**src/rtl/cpu_pipe_pkg.sv**
```systemverilog
// ---------------------------------------------------------------------------
// cpu_pipe_pkg
// Shared definitions for the core's pipeline stage registers.
//   XLEN / REG_ADDR_W / RESULT_SRC_W : default datapath sizing
//   result_src_e                     : writeback result select encoding
//   ex_mem_bundle_t                  : EX->MEM payload as one packed word
//   ex_mem_bundle_w()                : bit width of an EX->MEM bundle for
//                                      arbitrary field widths
// ---------------------------------------------------------------------------
package cpu_pipe_pkg;

    localparam int XLEN         = 32;
    localparam int REG_ADDR_W   = 5;
    localparam int RESULT_SRC_W = 2;

    typedef enum logic [RESULT_SRC_W-1:0] {
        RES_ALU = 2'd0,
        RES_MEM = 2'd1,
        RES_PC4 = 2'd2
    } result_src_e;

    // Field order here is the same order the stage register packs its
    // opaque bundle in, so the two views stay interchangeable.
    typedef struct packed {
        logic                    reg_write;
        logic [RESULT_SRC_W-1:0] result_src;
        logic                    mem_write;
        logic [XLEN-1:0]         alu_result;
        logic [XLEN-1:0]         write_data;
        logic [REG_ADDR_W-1:0]   rd;
        logic [XLEN-1:0]         pc_plus4;
    } ex_mem_bundle_t;

    function automatic int ex_mem_bundle_w(input int data_w,
                                           input int reg_addr_w,
                                           input int result_src_w);
        return 2 + result_src_w + 3 * data_w + reg_addr_w;
    endfunction

endpackage

```
**src/rtl/pipe_skid_slot.sv**
```systemverilog
// ---------------------------------------------------------------------------
// pipe_skid_slot
// Generic valid/ready pipeline register on an opaque payload.
// With SKID_EN=1 a second (skid) entry absorbs the beat that arrives in the
// cycle the consumer stalls, so ready_o comes straight from a flop and no
// combinational path runs from ready_i back to the producer.  With SKID_EN=0
// only the main entry exists and ready_o follows ready_i combinationally.
//
// Ports
//   clk, rst_n         : clock (rising edge), asynchronous active-low reset
//   flush_i            : synchronous kill of held and incoming beats
//   valid_i, ready_o,  : upstream handshake and payload
//   data_i
//   valid_o, ready_i,  : downstream handshake and payload (main entry)
//   data_o
// ---------------------------------------------------------------------------
module pipe_skid_slot #(
    parameter int WIDTH   = 8,
    parameter bit SKID_EN = 1'b1
) (
    input  logic             clk,
    input  logic             rst_n,
    input  logic             flush_i,
    input  logic             valid_i,
    output logic             ready_o,
    input  logic [WIDTH-1:0] data_i,
    output logic             valid_o,
    input  logic             ready_i,
    output logic [WIDTH-1:0] data_o
);

    localparam logic [1:0] ST_EMPTY = 2'd0;
    localparam logic [1:0] ST_ONE   = 2'd1;
    localparam logic [1:0] ST_TWO   = 2'd2;

    logic [1:0]       state_q, state_d;
    logic [WIDTH-1:0] main_q, main_d;
    logic [WIDTH-1:0] skid_q;
    logic             in_xfer;
    logic             out_xfer;

    assign valid_o  = (state_q != ST_EMPTY);
    assign data_o   = main_q;
    assign in_xfer  = valid_i && ready_o;
    assign out_xfer = valid_o && ready_i;

    // Next-state and main-entry load.  Flush wins over every transfer and
    // leaves the data flops untouched; only the occupancy is cleared.
    always_comb begin
        state_d = state_q;
        main_d  = main_q;
        if (flush_i) begin
            state_d = ST_EMPTY;
        end else begin
            case (state_q)
                ST_EMPTY: begin
                    if (in_xfer) begin
                        state_d = ST_ONE;
                        main_d  = data_i;
                    end
                end
                ST_ONE: begin
                    if (in_xfer && out_xfer) begin
                        main_d = data_i;
                    end else if (in_xfer && SKID_EN) begin
                        // Consumer stalled while a new beat arrived: park it.
                        state_d = ST_TWO;
                    end else if (out_xfer) begin
                        state_d = ST_EMPTY;
                    end
                end
                ST_TWO: begin
                    // ready_o is low here, so only the drain can happen.
                    if (out_xfer) begin
                        state_d = ST_ONE;
                        main_d  = skid_q;
                    end
                end
                default: begin
                    state_d = ST_EMPTY;
                end
            endcase
        end
    end

    always_ff @(posedge clk or negedge rst_n) begin
        if (!rst_n) begin
            state_q <= ST_EMPTY;
            main_q  <= '0;
        end else begin
            state_q <= state_d;
            main_q  <= main_d;
        end
    end

    generate
        if (SKID_EN) begin : g_skid
            logic [WIDTH-1:0] skid_d;

            // Registered ready: only a full buffer refuses a beat.
            assign ready_o = (state_q != ST_TWO);

            always_comb begin
                skid_d = skid_q;
                if (!flush_i && (state_q == ST_ONE) && in_xfer && !out_xfer) begin
                    skid_d = data_i;
                end
            end

            always_ff @(posedge clk or negedge rst_n) begin
                if (!rst_n) begin
                    skid_q <= '0;
                end else begin
                    skid_q <= skid_d;
                end
            end
        end else begin : g_no_skid
            // Accept when empty or when the held beat leaves this cycle.
            assign ready_o = !valid_o || ready_i;
            assign skid_q  = '0;
        end
    endgenerate

endmodule

```
**src/rtl/execute_mem_stage_reg.sv**
```systemverilog
// ---------------------------------------------------------------------------
// execute_mem_stage_reg
// EX->MEM pipeline register.  Packs the execute-stage result into one
// bundle, holds it in a pipe_skid_slot and gates the two side-effecting
// controls (register write, memory write) with valid so that a bubble can
// never write the register file or memory.
//
// Ports
//   clk, rst_n          : clock (rising edge), asynchronous active-low reset
//   flush_i             : synchronous kill of held and incoming beats
//   valid_i / ready_o   : execute-side handshake
//   *E_i                : execute-stage result fields
//   valid_o / ready_i   : memory-side handshake
//   *M_o                : memory-stage fields; RegWriteM_o / MemWriteM_o are
//                         forced low while valid_o is low, the rest hold
// ---------------------------------------------------------------------------
module execute_mem_stage_reg
    import cpu_pipe_pkg::*;
#(
    parameter int DATA_WIDTH       = XLEN,
    parameter int REG_ADDR_WIDTH   = REG_ADDR_W,
    parameter int RESULT_SRC_WIDTH = RESULT_SRC_W,
    parameter bit SKID_EN          = 1'b1
) (
    input  logic                        clk,
    input  logic                        rst_n,
    input  logic                        flush_i,
    input  logic                        valid_i,
    output logic                        ready_o,
    input  logic                        RegWriteE_i,
    input  logic [RESULT_SRC_WIDTH-1:0] ResultSrcE_i,
    input  logic                        MemWriteE_i,
    input  logic [DATA_WIDTH-1:0]       ALUResultE_i,
    input  logic [DATA_WIDTH-1:0]       WriteDataE_i,
    input  logic [REG_ADDR_WIDTH-1:0]   RdE_i,
    input  logic [DATA_WIDTH-1:0]       PCPlus4E_i,
    output logic                        valid_o,
    input  logic                        ready_i,
    output logic                        RegWriteM_o,
    output logic [RESULT_SRC_WIDTH-1:0] ResultSrcM_o,
    output logic                        MemWriteM_o,
    output logic [DATA_WIDTH-1:0]       ALUResultM_o,
    output logic [DATA_WIDTH-1:0]       WriteDataM_o,
    output logic [REG_ADDR_WIDTH-1:0]   RdM_o,
    output logic [DATA_WIDTH-1:0]       PCPlus4M_o
);

    localparam int BUNDLE_W = ex_mem_bundle_w(DATA_WIDTH, REG_ADDR_WIDTH,
                                              RESULT_SRC_WIDTH);

    logic [BUNDLE_W-1:0] bundle_in;
    logic [BUNDLE_W-1:0] bundle_main;
    logic                reg_write_held;
    logic                mem_write_held;

    // Same field order as ex_mem_bundle_t.
    assign bundle_in = {RegWriteE_i, ResultSrcE_i, MemWriteE_i, ALUResultE_i,
                        WriteDataE_i, RdE_i, PCPlus4E_i};

    pipe_skid_slot #(
        .WIDTH   (BUNDLE_W),
        .SKID_EN (SKID_EN)
    ) u_slot (
        .clk     (clk),
        .rst_n   (rst_n),
        .flush_i (flush_i),
        .valid_i (valid_i),
        .ready_o (ready_o),
        .data_i  (bundle_in),
        .valid_o (valid_o),
        .ready_i (ready_i),
        .data_o  (bundle_main)
    );

    assign {reg_write_held, ResultSrcM_o, mem_write_held, ALUResultM_o,
            WriteDataM_o, RdM_o, PCPlus4M_o} = bundle_main;

    // The held write enables may be stale after a drain or flush; masking
    // with valid keeps a bubble from touching architectural state.
    assign RegWriteM_o = reg_write_held & valid_o;
    assign MemWriteM_o = mem_write_held & valid_o;

endmodule

```
**config.mk**
```make
export PLATFORM = sky130hd
export DESIGN_NAME = execute_mem_stage_reg
export DESIGN_NICKNAME = d
export VERILOG_FILES = /design/src/rtl/cpu_pipe_pkg.sv /design/src/rtl/pipe_skid_slot.sv /design/src/rtl/execute_mem_stage_reg.sv
export SDC_FILE = /design/constraint.sdc
export NUM_CORES = 1
export LEC_CHECK = 0
export BUFFER_PORTS_ARGS = -buffer_cell sky130_fd_sc_hd__buf_2
export CORE_MARGIN = 2
export CORE_UTILIZATION = 31
export CTS_CLUSTER_SIZE = 24
export DETAILED_ROUTE_END_ITERATION = 7
export GPL_ROUTABILITY_DRIVEN = 0
export MAX_ROUTING_LAYER = met4
export SYNTH_ARGS = -nofsm -noshare
export SYNTH_HDL_FRONTEND = slang
export SYNTH_HIERARCHICAL = 1
export SYNTH_SLANG_ARGS = --single-unit
```
**constraint.sdc**
```tcl
create_clock -name clk -period 5.7 [get_ports clk]
set_clock_uncertainty 0.2 [all_clocks]
set_input_delay 0.285 -clock clk [delete_from_list [all_inputs] [get_ports clk]]
set_output_delay 0.285 -clock clk [all_outputs]
set_load 0.1 [all_outputs]
```
==> run summary, run 1 <==
status: finished clean
first-pass GRT wire length: 32350 microns
Final WS setup: 3.049 ns
max-slew violations: 0
post-DR wirelength/cell: 15.28 microns
crit path max fanout: 46
type of origin of the critical path: flip-flop
Post-DP HPWL: 12290 microns
cell total after placement: 1158
final wirelength: 20080 microns
Die Span X: 178.1 microns
pin count of the biggest net entering global routing: 108
critical path endpoint category: primary output
drc violations: 0
CTS H-tree lvls: 1
vias in the first global route: 6325
Core Area: 0.02972 sq mm
total of max-cap violations: 0
power density cells: 436.4 mW/mm^2
drt pass-1 iters: 4
clock root cell: clkbuf_16
Worst slew margin: 0.3815
TritonCTS Buffers: 26
total global-route track usage: 0.1295
nets@finish: 1016
Synth warnings: 6
row cnt: 63
diode count: 0
final setup fails: 0
fraction of layout cells with a size suffix above 1: 0.5541
critical path type: reg -> out
Die Span Y: 178.1 microns
Post-CTS Setup Repair Bufs: 0
RSZ-0062 raised after global routing: false
fraction of the yosys area taken by sequential cells: 0.5648
clock slew at reported path FFs: 0.06 ns
leak pwr: 5.739 nW
critical path data required time: 5.22 ns
Cells after Synth: 579
FMAX: 0.3772 GHz
commonest non-fill, non-tap cells in the layout: 215 x buf_2, 212 x dfrtp_1, 204 x mux2_2
Congestion Overflow GR: 0
Tcrit/Tclk final: 0.4652
initial antenna violation count: 0
Arrival @ worst endpoint: 2.17 ns
# port buffers: 216
initial DRC count: 150
Starting Density: 0.3161
Finished Core Util: 0.4279
crit path time final: 2.651 ns
IO Pins: 217
CTS sink cnt: 212
overall power: 0.005549 W
worst skew pair latency: 0.52 ns
Distinct cells, synth: 22
post-route insts no fill: 1314
commonest non-fill, non-tap cell in the layout: buf_2
Vias: 5917
Worst Tran Pin Value: 0.9277 ns
drt via density: 4.503
Peak VDD IR: 0.0003131 V
Post-DRT Antenna Nets: 0
Syn Nets: 689
CTS tree: done
post-synthesis average cell area: 16.22 sq um
clk buf depth: 3
TNS Setup: 0 ns
HP Class: in -> async
die area: 0.03171 sq mm
#FFs+latches synth: 212
Cell Area, Synth: 0.009393 sq mm
fillcell total: 2734
Final Hold Fails: 0
Layout area overhead: 35.38%
DP Worst Slack: 3.140 ns
sequential cells by signal (all words and copies together) (netlist names):
signal	count
u_slot/skid_q	105
u_slot/data_o	105
u_slot/state_q	2
critical path, cell delays in order (launching register included):
cell     delay (ns)
dfrtp_1        0.43
nor2b_4        0.18
buf_4          0.63
inv_2          0.08
buf_2          0.32
where the power goes:
group / switching (W) / internal (W)
logic: 0.00142 / 0.000500
registers: 0.000172 / 0.00187
clock network: 0.000611 / 0.000971
metrics by stage:
step,area [sq um],hold slack [ns]
floorplan,9393,-0.2106
global placement,10780,0.2558
detailed placement,10780,0.2476
CTS,12720,0.2585
global route,12720,0.2856
finish,12720,0.2119
routing by layer:
metal  part of all wire  vias up  global-route usage
li1                   -     2744                   -
met1               0.42     2979              0.1553
met2               0.49      156              0.2177
met3              0.064       38             0.02984
met4              0.027        0             0.03791
met5                  0        -                   -
cells in the mapped netlist:
cell type,instances,area share
a21oi_1,2,0.0011
a21oi_2,1,0.00093
and2_1,2,0.0013
buf_2,16,0.0085
buf_4,2,0.0016
buf_6,16,0.019
dfrtp_1,212,0.56
inv_2,1,0.00040
mux2_1,71,0.085
mux2_2,204,0.24
mux2_4,40,0.064
nand2_1,2,0.00080
nand2b_1,1,0.00067
nand3b_1,1,0.00080
nor2_1,1,0.00040
nor2b_1,1,0.00067
nor2b_2,1,0.00093
nor3_1,1,0.00053
nor3b_2,1,0.0013
o21a_1,1,0.00080
o22a_1,1,0.00093
or2_2,1,0.00067
worst paths after layout:
path / endpoint / slack (ns) / cells past startpoint / start
max in group asynchronous: u_slot/data_o[9] / 3.97 / 3 / rst_n
min in group clk: u_slot/skid_q[86] / 0.28 / 1 / u_slot/skid_q[86]
min: u_slot/skid_q[64] / 0.21 / 2 / rst_n
min reg2reg: u_slot/skid_q[86] / 0.28 / 1 / u_slot/skid_q[86]
max: ready_o / 3.05 / 4 / u_slot/state_q[1]
max reg2reg: u_slot/data_o[71] / 3.16 / 5 / u_slot/state_q[0]
area by class of cell:
class	count	area [sq um]	share of cell area
inverter	1	3.754	0.0002952
clock inverter	7	62.56	0.004920
multi-input combinational	332	3830	0.3012
timing repair buffer	333	2256	0.1774
sequential	212	5305	0.4172
clock buffer	39	770.7	0.06061
tap	390	488.0	0.03837
logic make-up after synthesis:
family                 after synthesis  share of synthesized area
buffers and inverters               35                    0.02970
AOI/OAI and AO/OA                    5                   0.003731
and+or+nand+nor                     12                   0.008126
muxes                              315                     0.3936
DFF                                212                     0.5648
what timing repair did:
action / 4_1_cts / 5_1_grt
hold endpoints to repair: 317 / 0
hold buffers: 110 / 0
resized for setup: 0 / 0
Note: power is estimated with default switching activity, not from simulation.
==> run 2, diff against run 1 <==
==> constraint.sdc (replaced) <==
create_clock -name clk -period 2.15 [get_ports clk]
set_clock_uncertainty 0.2 [all_clocks]
set_input_delay 0.1075 -clock clk [delete_from_list [all_inputs] [get_ports clk]]
set_output_delay 0.1075 -clock clk [all_outputs]
set_load 0.1 [all_outputs]
==> run summary, run 2 (synthesis results as in run 1) <==
Net Sw Power: 0.005799 W
HP Class: in -> reg
final wirelength: 20490 microns
type of origin of the critical path: flip-flop
Tcrit/Tclk final: 0.9673
Arrival @ worst endpoint: 2.27 ns
critical path data required time: 2.34 ns
M3 GR Usage: 0.02771
TritonCTS Buffers: 24
Peak VDD IR: 0.0008222 V
die area: 0.03171 sq mm
clk buf depth: 3
pin count of the biggest net entering global routing: 71
nets@finish: 1036
diode count: 0
slowest stage cell, crit path: dfrtp_1
initial antenna violation count: 0
Switching Fraction: 0.4010
drc violations: 0
Most Crowded Layer GR: met2
row cnt: 63
initial DRC count: 216
met2 usage: 0.2119
post-DR wirelength/cell: 15.40 microns
max-slew violations: 0
drt pass-1 iters: 4
Finished Core Util: 0.4387
power density cells: 1109 mW/mm^2
Core Area: 0.02972 sq mm
Die Span X: 178.1 microns
Buffers & Inverters on Critical Path: 3
Crit path max-delay family: buffers and inverters
final hold slack: 0.1564 ns
CTS H-tree lvls: 1
drt via density: 4.463
TNS Setup: 0 ns
IO Pins: 217
crit path time final: 2.080 ns
critical path endpoint category: flip-flop
register area: 0.005306 sq mm
commonest non-fill, non-tap cells in the layout: 214 x buf_2, 211 x dfrtp_1, 204 x mux2_2
first-pass GRT wire length: 32310 microns
CTS tree: done
worst skew pair latency: 0.51 ns
Layout area overhead: 38.79%
Final Hold Fails: 0
fraction of layout cells with a size suffix above 1: 0.5638
Gate power share: 0.357
fillcell total: 2699
RSZ-0062 raised after global routing: false
final setup fails: 0
Starting Density: 0.3161
Die Span Y: 178.1 microns
R2R setup slack: 0.07 ns
Post-DP HPWL: 13200 microns
Pint: 0.008663 W
Worst slew margin: 0.6608
CTS sink cnt: 212
total global-route track usage: 0.1298
FMAX: 0.4808 GHz
status: finished clean
Post-DRT Antenna Nets: 0
cell repeated most along the worst path: buf_12
Congestion Overflow GR: 0
commonest non-fill, non-tap cell in the layout: buf_2
CP cell instances: nand2b_1 > nand2_1 > a21oi_4 > buf_12 > buf_12 > buf_12 > mux2_2
highest cell delay on the worst timing path: 0.45 ns
# port buffers: 216
Multi-input gate area: 0.003830 sq mm
Vias: 5936
Clk pwr share: 0.267
crit path max fanout: 18
clock root cell: clkbuf_16
vias in the first global route: 6274
critical path type: reg -> reg
Reg power frac: 0.376
total of max-cap violations: 0
clock slew at reported path FFs: 0.06 ns
Worst Tran Pin Value: 0.5124 ns
GR Util met1: 0.1642
leak pwr: 5.881 nW
[run 2: path summary, 6_finish.rpt]
kind,depth (start not counted),start,to
worst max-delay path,7,u_slot/state_q[0],u_slot/data_o[39]
worst min-delay path,3,WriteDataE_i[24],u_slot/skid_q[61]
worst max register to register,7,u_slot/state_q[0],u_slot/data_o[39]
worst min register to register,1,u_slot/skid_q[90],u_slot/skid_q[90]
max in group asynchronous,4,rst_n,u_slot/skid_q[24]
min in group asynchronous,4,rst_n,u_slot/data_o[56]
[run 2: through the flow]
step | worst slack, ns | std cells | power (W) | area [sq um]
global route | 0.001281 | 1330 | 0.01511 | 13040
finish | 0.07027 | 1330 | 0.01446 | 13040
CTS | 0.03851 | 1326 | 0.01464 | 12960
global placement | 0.1092 | 1173 | 0.01043 | 11070
detailed placement | 0.08387 | 1173 | 0.01052 | 11070
floorplan | 0.06385 | 579 | 0.009511 | 9393
[run 2: power groups by stage]
| stage | clock network (W) | logic [W] | registers [W] |
|---|---|---|---|
| after CTS | 0.00401 | 0.00518 | 0.00544 |
| after global routing | 0.00415 | 0.00540 | 0.00556 |
| after floorplan | 0 | 0.00117 | 0.00834 |
| after global placement | 0 | 0.00496 | 0.00546 |
| final | 0.00386 | 0.00517 | 0.00544 |
| after detailed placement | 0 | 0.00502 | 0.00550 |
[run 2: repair_timing]
| action | CTS | global route |
|---|---|---|
| resized for setup | 1 | 1 |
| cloned | 0 | 2 |
| setup buffers | 1 | 2 |
| hold buffers | 112 | 0 |
| endpoints found under the hold margin | 424 | 0 |
| setup endpoints to repair | 1 | 19 |
| pin swaps | 0 | 1 |
[run 2: layer usage]
| layer | routed length (microns) | vias up |
|---|---|---|
| li1 | - | 2784 |
| met1 | 9399 | 2971 |
| met2 | 9376 | 151 |
| met3 | 1215 | 30 |
| met4 | 493 | 0 |
| met5 | 0 | - |
[run 2: area by class of cell]
| cell class | instances | area share |
|---|---|---|
| clock buffers | 36 | 0.05576 |
| clock inverters | 4 | 0.001536 |
| inverters | 1 | 0.0002879 |
| multi-input cells | 332 | 0.2938 |
| flip-flops and latches | 212 | 0.4070 |
| well taps | 390 | 0.03743 |
| repair buffers | 355 | 0.2041 |
[run 2: worst reg2reg max path: cells and delay by family (launching register included)]
kind / cells / cell delay, ns
mux: 1 / 0.35
flops: 1 / 0.45
buf+inv: 3 / 0.49
compound gates: 1 / 0.15
simple gates: 2 / 0.31
